===== src/rtl/vpu_pkg.sv =====
// Shared VPU types: operand width, lane delay width and the result-collector FSM state.
// Pure declarations; no logic.
package vpu_pkg;

  localparam int OPERAND_WIDTH = 32;
  localparam int MAX_DELAY_LG2 = 4;

  typedef enum logic {
    IDLE,
    WAIT
  } vpu_rc_state_t;

endpackage


===== src/rtl/vpu_rc_fifo.sv =====
// Result buffer: register-array FIFO with registered head; data is visible the cycle after the push.
// Pop when empty is ignored; push when full is excluded upstream and flagged by an assertion.
module vpu_rc_fifo #(
  parameter int DEPTH = 2,
  parameter int WIDTH = 32
) (
  input  logic                     clk,
  input  logic                     rst,
  input  logic                     push,
  input  logic [WIDTH-1:0]         push_dat,
  input  logic                     pop,
  output logic [$clog2(DEPTH):0]   count,
  output logic                     head_vld,
  output logic [WIDTH-1:0]         head_dat
);

  localparam int PW = $clog2(DEPTH);
  localparam int CW = PW + 1;

  logic [WIDTH-1:0] mem [DEPTH];
  logic [PW-1:0]    wr_ptr;
  logic [PW-1:0]    rd_ptr;
  logic             do_pop;

  assign do_pop   = pop && (count != '0);
  assign head_vld = (count != '0);
  assign head_dat = mem[rd_ptr];

  // DEPTH is a power of two, so the pointers wrap by plain overflow.
  always_ff @(posedge clk or posedge rst) begin
    if (rst) begin
      for (int i = 0; i < DEPTH; i++) mem[i] <= '0;
      wr_ptr <= '0;
      rd_ptr <= '0;
      count  <= '0;
    end else begin
      if (push) begin
        mem[wr_ptr] <= push_dat;
        wr_ptr      <= wr_ptr + PW'(1);
      end
      if (do_pop) rd_ptr <= rd_ptr + PW'(1);
      case ({push, do_pop})
        2'b10:   count <= count + CW'(1);
        2'b01:   count <= count - CW'(1);
        default: count <= count;
      endcase
    end
  end

  a_no_push_when_full: assert property (@(posedge clk) disable iff (rst)
    !(push && (count == CW'(DEPTH))));

endmodule


===== src/rtl/vpu_result_collector.sv =====
// Collects one in-flight lane result per launch after delay_i cycles and queues it in a FIFO_DEPTH buffer.
// Launch refused while busy or buffer full; optional stall counter under VPU_RC_PERF_CNT_EN.
module vpu_result_collector
  import vpu_pkg::*;
#(
  parameter int FIFO_DEPTH = 2
) (
  input  logic                     clk,
  input  logic                     rst,
  input  logic                     start_i,
  input  logic [MAX_DELAY_LG2-1:0] delay_i,
  input  logic [OPERAND_WIDTH-1:0] lane_dout_i,
  output logic                     start_ready_o,
  output logic                     busy_o,
  output logic                     result_valid_o,
  output logic [OPERAND_WIDTH-1:0] result_o,
  input  logic                     result_ready_i,
  output logic [31:0]              perf_stall_cnt_o
);

  localparam int CW = $clog2(FIFO_DEPTH) + 1;
  localparam logic [CW-1:0] DEPTH_C = CW'(FIFO_DEPTH);

  vpu_rc_state_t            state, state_nxt;
  logic [MAX_DELAY_LG2-1:0] cnt, cnt_nxt;
  logic [CW-1:0]            fifo_count;
  logic                     push;
  logic                     accept;

  assign start_ready_o = (state == IDLE) && (fifo_count < DEPTH_C);
  assign accept        = start_i && start_ready_o;
  assign busy_o        = (state == WAIT);

  always_ff @(posedge clk or posedge rst) begin
    if (rst) begin
      state <= IDLE;
      cnt   <= '0;
    end else begin
      state <= state_nxt;
      cnt   <= cnt_nxt;
    end
  end

  // Counter holds remaining cycles minus one, so the push lands on cycle T+D.
  always_comb begin
    state_nxt = state;
    cnt_nxt   = cnt;
    push      = 1'b0;
    case (state)
      IDLE: begin
        if (accept) begin
          if (delay_i == '0) begin
            push = 1'b1;
          end else begin
            cnt_nxt   = delay_i - MAX_DELAY_LG2'(1);
            state_nxt = WAIT;
          end
        end
      end
      WAIT: begin
        if (cnt == '0) begin
          push      = 1'b1;
          state_nxt = IDLE;
        end else begin
          cnt_nxt = cnt - MAX_DELAY_LG2'(1);
        end
      end
      default: state_nxt = IDLE;
    endcase
  end

  vpu_rc_fifo #(
    .DEPTH (FIFO_DEPTH),
    .WIDTH (OPERAND_WIDTH)
  ) u_fifo (
    .clk      (clk),
    .rst      (rst),
    .push     (push),
    .push_dat (lane_dout_i),
    .pop      (result_ready_i),
    .count    (fifo_count),
    .head_vld (result_valid_o),
    .head_dat (result_o)
  );

`ifdef VPU_RC_PERF_CNT_EN
  logic [31:0] stall_cnt;

  always_ff @(posedge clk or posedge rst) begin
    if (rst) begin
      stall_cnt <= '0;
    end else if (result_valid_o && !result_ready_i && (stall_cnt != '1)) begin
      stall_cnt <= stall_cnt + 32'd1;
    end
  end

  assign perf_stall_cnt_o = stall_cnt;
`else
  assign perf_stall_cnt_o = '0;
`endif

endmodule


===== config.mk =====
export PLATFORM = sky130hd
export DESIGN_NAME = vpu_result_collector
export DESIGN_NICKNAME = d
export VERILOG_FILES = /design/src/rtl/vpu_pkg.sv /design/src/rtl/vpu_rc_fifo.sv /design/src/rtl/vpu_result_collector.sv
export SDC_FILE = /design/constraint.sdc
export NUM_CORES = 1
export LEC_CHECK = 0
export CORE_UTILIZATION = 50
export CTS_BUF_LIST = sky130_fd_sc_hd__clkbuf_4
export CTS_CLUSTER_SIZE = 16
export DETAILED_ROUTE_END_ITERATION = 12
export PLACE_DENSITY_LB_ADDON = 0.3
export SYNTH_ARGS = -nofsm -noshare
export SYNTH_HDL_FRONTEND = slang
export SYNTH_SLANG_ARGS = --single-unit

===== constraint.sdc =====
create_clock -name clk -period 5.28 [get_ports clk]
set_input_delay 0.792 -clock clk [delete_from_list [all_inputs] [get_ports clk]]
set_output_delay 0.792 -clock clk [all_outputs]
set_load 0.03 [all_outputs]

# Word-level counts from Yosys, hierarchy flattened
# Index checks and enable logic that the tools add are counted.
# totals
regBits	73
in_bits	40
out_inout_bits	67
# op_classes
addsub	6
n_lt_le_gt_ge	4
n_eq_ne	5
n_mux	19
n_bitwise	3
n_reduce_logical	9
# op_table
op	n
2-to-1 mux 32 bit	4
bitwise mux 64 bit	1
demux 32 bit (select 1 bit)	1
2-to-1 mux 4 bit	3
zero test 4 bit	2
one-hot mux 4 bit (2 select lines)	1
subtractor 4 x 1 -> 4 bit, second input constant	2
2-to-1 mux 1 bit	6
!= test 2 bit, second input constant	3
>= comparator 2 bit, second input constant	2
logical AND 1 bit	4
NOT 1 -> 2 bit	2
one-hot mux 1 bit (2 select lines)	2
one-hot mux 2 bit (2 select lines)	1
nonzero test 2 bit	2
AND reduction 3 bit	1
adder 1 bit, second input constant	2
adder 2 x 1 -> 2 bit, second input constant	1
== test 2 x 1 -> 1 bit, second input constant	1
== test 2 bit, second input constant	1
less-than comparator 2 x 1 -> 1 bit, second input constant	1
less-than comparator 2 bit, second input constant	1
subtractor 2 x 1 -> 2 bit, second input constant	1
NOT 1 bit	1

# Depth between registers and ports, before layout
# Gate-level depths: netlist of the first run.
# logic_depth
ltp_word	7
mapped_depth	6

# Hierarchy
# From an unflattened synthesis of the first run, not the netlist that was laid out.
# hier_totals
cells_unflattened	257
hier_area_um2	3679.8
# by_module_without_submodules
module	n_inst	cells_each	area_per_inst_um2
vpu_rc_fifo	1	188	3094.2
vpu_result_collector	1	69	585.6

# Worst setup path after synthesis of the first run
# OpenSTA, ideal clock, no wires.
# synth_path
path_type	flip-flop to output port
start	reg u_fifo.rd_ptr
end	out result_o[14]
arrival_ns	1.320
required_ns	4.488
path_slack_ns	3.168
stages_incl_launch_ff	4
path_cell_list	dfrtp_1 -> clkbuf_1 -> clkbuf_1 -> mux2_2
# synth_via
elab_chain_cells	4
# synth_rtl
item	line_no	text
start: declaration	vpu_rc_fifo.sv:22	logic [PW-1:0] rd_ptr;
start signal: assignment	vpu_rc_fifo.sv:41	if (do_pop) rd_ptr <= rd_ptr + PW'(1);
NOT 1 -> 2 bit (implied by the code)	vpu_rc_fifo.sv:27	assign head_dat = mem[rd_ptr];
2-to-1 mux 32 bit (implied by the code) (3 in series)	vpu_rc_fifo.sv:27	
end: declaration	vpu_result_collector.sv:16	output logic [OPERAND_WIDTH-1:0] result_o,
# Every way passes these cells. The select of a mux whose other input is x is not followed.

# Worst setup path in the final report of the first run
# layout_path
start	reg u_fifo.rd_ptr
end	out result_o[19]
# Same word-level chain as after synthesis.

==> results.py, run 1 <==
metrics = {
    "routing": {
        "drc": 0,
        "drt_pass1_iterations": 4,
        "via_count": 2121,
        "vias_per_cell": 4.93,
        "drt_iter0_markers": 42,
        "ant_nets": 0,
        "postRouteWirelength_um": 6460,
        "post_drt_wl_per_cell_um": 15.0,
    },
    "cells_and_area": {
        "layout_commonest_cell": "clkdlybuf4s50_1",
        "syn_to_final_growth_pct": 22.4,
        "antenna_cells": 0,
        "drive_gt1_share_pct": 34.7,
        "final_area_mm2": 0.00449,
        "nets": 371,
        "final_util_pct": 64.6,
        "fill_cells": 562,
        "most-common-layout-cells": "74 x clkdlybuf4s50_1, 73 x dfrtp_1, 65 x mux2_2",
    },
    "sta": {
        "worst_pin_slew_ns": 0.946,
        "hold_viol_final": 0,
        "post-route-period-util_pct": 62.9,
        "fin_tns_setup_ns": 0,
        "slew_headroom_pct": 36.8,
        "report.final.slew_viol_count": 0,
        "setup_viol_count_final": 0,
        "skew_ns": 0.00804,
        "fin_ws_ns": 1.96,
        "max_freq_mhz": 301,
        "rsz0062_at_grt": "false",
        "whs_ns": 0.514,
        "min_period_ns": 3.32,
    },
    "worst_setup_path": {
        "regToRegEndpoint": "u_fifo.mem[61]",
        "critPathLaunch": "u_fifo.rd_ptr",
        "rr_worst_depth": 4,
        "crit_chain": "buf_4 -> mux2_2 -> clkdlybuf4s50_1",
        "cp.required_ns": 4.49,
        "r2r_start": "busy_o",
        "arrival_ns": 2.53,
        "critPathSlowestCell": "dfrtp_1",
        "endpoint": "result_o[19]",
        "path_class": "flop to output pin",
        "path_max_fanout": 22,
        "critPathLaunchType": "flop",
        "worst_path_largest_cell_delay_ns": 0.72,
        "endpoint_kind": "output pin",
        "regToRegSetupSlack_ns": 2.84,
    },
    "synth": {
        "yosysTopAreaCell": "dfrtp_1",
        "netlist.area_leader.share_pct": 49.9,
        "yosys_warnings": 0,
        "synth_cell_type_count": 33,
        "ys_async_sr_fraction_pct": 100,
        "synth-seq-cells": 73,
        "ys.flop_type": "dfrtp_1",
        "synth_area_mm2": 0.00366,
        "seq_area_frac_synth_pct": 49.9,
        "netlist_top_cells_area": "dfrtp_1 50%, mux2_2 20%, mux2_4 12%, buf_4 7.2%, buf_6 1.2%",
        "synthCells": 255,
        "avgSynthCellArea_um2": 14.4,
        "synth_edf_count": 0,
    },
    "die": {
        "pin_count": 107,
        "core-area_mm2": 0.00694,
        "std_cell_rows": 30,
        "dieHeight_um": 87.6,
        "die_w_um": 87.6,
        "start_util_pct": 52.8,
        "dieArea_mm2": 0.00767,
    },
    "clock_tree": {
        "cts.hold.buffers_added": 0,
        "cts_tree": "done",
        "cts_sinks": 73,
        "post_cts_resized": 0,
        "clock_latency_ns": 0.40,
        "root_buffer": "clkbuf_4",
        "cts_buffers": 9,
        "cts_buffer_depth": 2,
        "post_cts_buffers": 0,
        "cts-htree-levels": 3,
        "path_clk_slew_ns": 0.11,
    },
    "placed_design": {
        "pre_cts_slack_ns": 2.08,
        "io_buffers": 74,
        "postPlaceCellArea_mm2": 0.00433,
        "dp_hpwl_um": 4340,
        "place_congestion": 0.734,
    },
    "power_and_ir_drop": {
        "p_per_area_mw_per_mm2": 654,
        "ir_drop_uv": 294,
        "leakage_uw": 0.00210,
    },
    "worst_hold_path": {
        "min_path_type": "flop to flop",
    },
    "global_routing": {
        "grt_pass1_vias": 2108,
        "grt_pass1_wl_um": 10300,
        "grt_start_max_net_pins": 41,
        "overflow": 0,
        "grt_usage_pct": 17.8,
        "antenna_found_initial": 0,
    },
    "flow_run": {
        "cap_violations": 0,
    },
    "outcome": {
        "outcome": "finished clean",
    },
}
-- per-layer routing --
metal	part of all wire, %	track usage [%]
met1	45	22.5
met5	0	0
met4	0.94	4.92
met2	48	29.3
met3	5.9	6.31
-- critical path, delay by kind of cell, from the launching register on --
kind | cells | cell delay [ns]
flops | 1 | 0.72
mux | 1 | 0.38
buf+inv | 2 | 1.03
-- registers in the layout (all words and copies together), names as in the netlist --
register and flops:
u_fifo.count 2, cnt 4, busy_o 1, u_fifo.wr_ptr 1, u_fifo.rd_ptr 1, u_fifo.mem 64
-- synthesized netlist by cell type, drive strengths merged (3+ instances only) --
master	n
mux2	97
a21oi	5
xnor2	3
nor4	3
buf	40
nor2	4
mux2i	3
clkbuf	4
dfrtp	73
inv	3
-- power by group --
part,switching (µW),total (µW),internal [µW],leakage (µW)
sequential,190,1010,824,0.000913
clock,189,377,188,0.0000824
combinational,725,1540,817,0.00111
total,1100,2930,1830,0.00210
-- through the flow --
stage | instances | power, µW
4_1_cts | 430 | 2960
3_5_place_dp | 414 | 2570
3_3_place_gp | 414 | 2530
5_1_grt | 430 | 3090
6_report | 430 | 2930
2_1_floorplan | 286 | 2090
-- layout make-up --
class,instances,area [µm²],share of cell area (%)
Clock buffer,9,67.6,1.51
Clock inverter,7,85.1,1.90
Inverter,3,11.3,0.251
Multi-Input combinational cell,166,1620,36.1
Sequential cell,73,1830,40.7
Tap cell,96,120,2.68
Timing Repair Buffer,76,756,16.8
-- how the worst min path moves through the flow --
stage,startpoint,end,slack (ns),depth (start not counted)
2_1_floorplan,u_fifo.mem[40],u_fifo.mem[40],0.45,1
3_3_place_gp,u_fifo.mem[40],u_fifo.mem[40],0.47,1
3_5_place_dp,u_fifo.mem[22],u_fifo.mem[22],0.49,1
4_1_cts,u_fifo.mem[31],u_fifo.mem[31],0.52,1
5_1_grt,u_fifo.mem[22],u_fifo.mem[22],0.53,1
6_report,u_fifo.mem[36],u_fifo.mem[36],0.51,1
-- kinds of logic after synthesis --
group           synth area share (%)
simple gates                    3.48
compound gates                  1.71
fa+ha+maj                      0.683
other cells                    0.102
buf+inv                         9.26
flops                           49.9
mux                             33.7
xor+xnor                        1.20
Note: power is estimated with default switching activity, not from simulation.
==> run 2: changes to the inputs <==
- CORE_UTILIZATION: 50 -> 44
- clock period: 5.28 -> 2.7 ns (I/O delays scaled with it)
==> results.py, run 2 (same netlist as run 1, synthesis figures left out) <==
metrics = {
    "die": {
        "dieHeight_um": 93.2,
        "pin_count": 107,
        "core-area_mm2": 0.00789,
        "std_cell_rows": 32,
        "die_w_um": 93.2,
        "start_util_pct": 46.4,
        "dieArea_mm2": 0.00869,
    },
    "routing": {
        "drt_pass1_iterations": 2,
        "ant_nets": 0,
        "vias_per_cell": 4.78,
        "via_count": 2113,
        "drt_iter0_markers": 48,
        "post_drt_wl_per_cell_um": 14.6,
        "drc": 0,
        "postRouteWirelength_um": 6470,
    },
    "cells_and_area": {
        "final_area_mm2": 0.00460,
        "multi_input_area_mm2": 0.00162,
        "reg_top3": "u_fifo.mem (64), cnt (4), u_fifo.count (2)",
        "nets": 377,
        "drive_gt1_share_pct": 36.8,
        "antenna_cells": 0,
        "layout_commonest_cell": "clkdlybuf4s50_1",
        "fin_cells": 442,
        "syn_to_final_growth_pct": 25.5,
        "regArea_mm2": 0.00183,
        "fill_cells": 639,
        "largest_register_ffs": 64,
        "most-common-layout-cells": "74 x clkdlybuf4s50_1, 73 x dfrtp_1, 65 x mux2_2",
        "regMostFlops": "u_fifo.mem",
    },
    "clock_tree": {
        "cts.hold.buffers_added": 0,
        "post_cts_buffers": 0,
        "cts_tree": "done",
        "cts_sinks": 73,
        "cts_buffers": 9,
        "path_clk_slew_ns": 0.12,
        "cts_buffer_depth": 2,
        "root_buffer": "clkbuf_4",
        "post_cts_resized": 0,
        "cts-htree-levels": 3,
        "clock_latency_ns": 0.40,
    },
    "outcome": {
        "outcome": "finished clean",
    },
    "global_routing": {
        "overflow": 0,
        "grt_start_max_net_pins": 36,
        "antenna_found_initial": 0,
        "grt_pass1_vias": 2145,
        "grt_usage_pct": 15.8,
        "grt_pass1_wl_um": 10500,
    },
    "flow_run": {
        "cap_violations": 0,
    },
    "power_and_ir_drop": {
        "leakage_uw": 0.00216,
        "ir_drop_uv": 730,
        "p_per_area_mw_per_mm2": 1280,
        "total_power_uw": 5880,
    },
    "worst_setup_path": {
        "crit_chain": "buf_4 -> mux2_2 -> clkdlybuf4s50_1",
        "path_delay_family": "buffers and inverters",
        "cp.required_ns": 2.30,
        "worst_path_largest_cell_delay_ns": 0.61,
        "path_class": "flop to output pin",
        "critPathBufInv": 2,
        "critPathLaunchType": "flop",
        "critPathSlowestCell": "clkdlybuf4s50_1",
        "path_max_fanout": 23,
        "arrival_ns": 2.07,
        "endpoint_kind": "output pin",
    },
    "sta": {
        "report.final.slew_viol_count": 0,
        "max_freq_mhz": 403,
        "setup_viol_count_final": 0,
        "rsz0062_at_grt": "false",
        "worst_pin_slew_ns": 0.744,
        "post-route-period-util_pct": 91.8,
        "skew_ns": 0.0151,
        "slew_headroom_pct": 50.3,
        "hold_viol_final": 0,
        "min_period_ns": 2.48,
        "fin_tns_setup_ns": 0,
        "fin_ws_ns": 0.220,
    },
    "placed_design": {
        "io_buffers": 74,
        "pre_cts_slack_ns": 0.325,
        "dp.cells": 426,
        "dp_hpwl_um": 4400,
        "place_congestion": 0.795,
        "postPlaceCellArea_mm2": 0.00441,
    },
    "worst_hold_path": {
        "min_path_type": "input port to asynchronous set/reset pin",
    },
}
run 2: cell types whose count changed in the layout (fill, tap and decap cells not counted), sizes merged:
| cell | before | now |
|---|---|---|
| clkbuf | 9 | 11 |
| buf | 2 | 8 |
| bufinv | 2 | 3 |
| clkinv | 5 | 2 |
run 2: layout make-up:
cell class	count	area share, %
flip-flops and latches	73	39.7
multi-input cells	166	35.2
repair buffers	82	18.0
well taps	102	2.78
clock inverters	5	2.26
clock buffers	11	1.80
inverters	3	0.245
run 2: worst register-to-register path, delay by kind of cell, from the launching register on:
family	cells	cell delay, ns
mux	1	0.34
flops	1	0.61
buf+inv	1	0.29
compound gates	1	0.32
simple gates	2	0.37
run 2: power by group:
group	internal [µW]	total (µW)	leakage, µW	switching, µW
Sequential	1610	1940	0.000913	324
Combinational	1620	3080	0.00115	1460
Clock	491	865	0.000101	374
Total	3720	5880	0.00216	2150
run 2: path summary, 6_finish.rpt:
kind,from,endpoint,slack [ns],depth (start not counted)
setup / recovery,u_fifo.rd_ptr,result_o[3],0.22,3
hold / removal,rst,u_fifo.mem[15],0.45,2
setup reg to reg,busy_o,u_fifo.mem[30],0.68,5
hold reg to reg,u_fifo.mem[40],u_fifo.mem[40],0.50,1
max in group asynchronous,rst,u_fifo.mem[40],1.63,3
min in group clk,u_fifo.mem[40],u_fifo.mem[40],0.50,1
run 2: through the flow:
stage | hold WS [ns] | util, %
finish | 0.451 | 58.3
global placement | 0.468 | 55.9
detailed placement | 0.476 | 55.9
CTS | 0.454 | 58.3
global route | 0.501 | 58.3
floorplan | 0.454 | -
run 2: routing by layer:
metal / global-route usage [%] / wire (µm) / up-vias
met1: 22.5 / 3170 / 1060
li1: - / - / 987
met2: 23.3 / 2900 / 58
met4: 6.15 / 78 / 0
met3: 3.98 / 323 / 8
met5: 0 / 0 / -
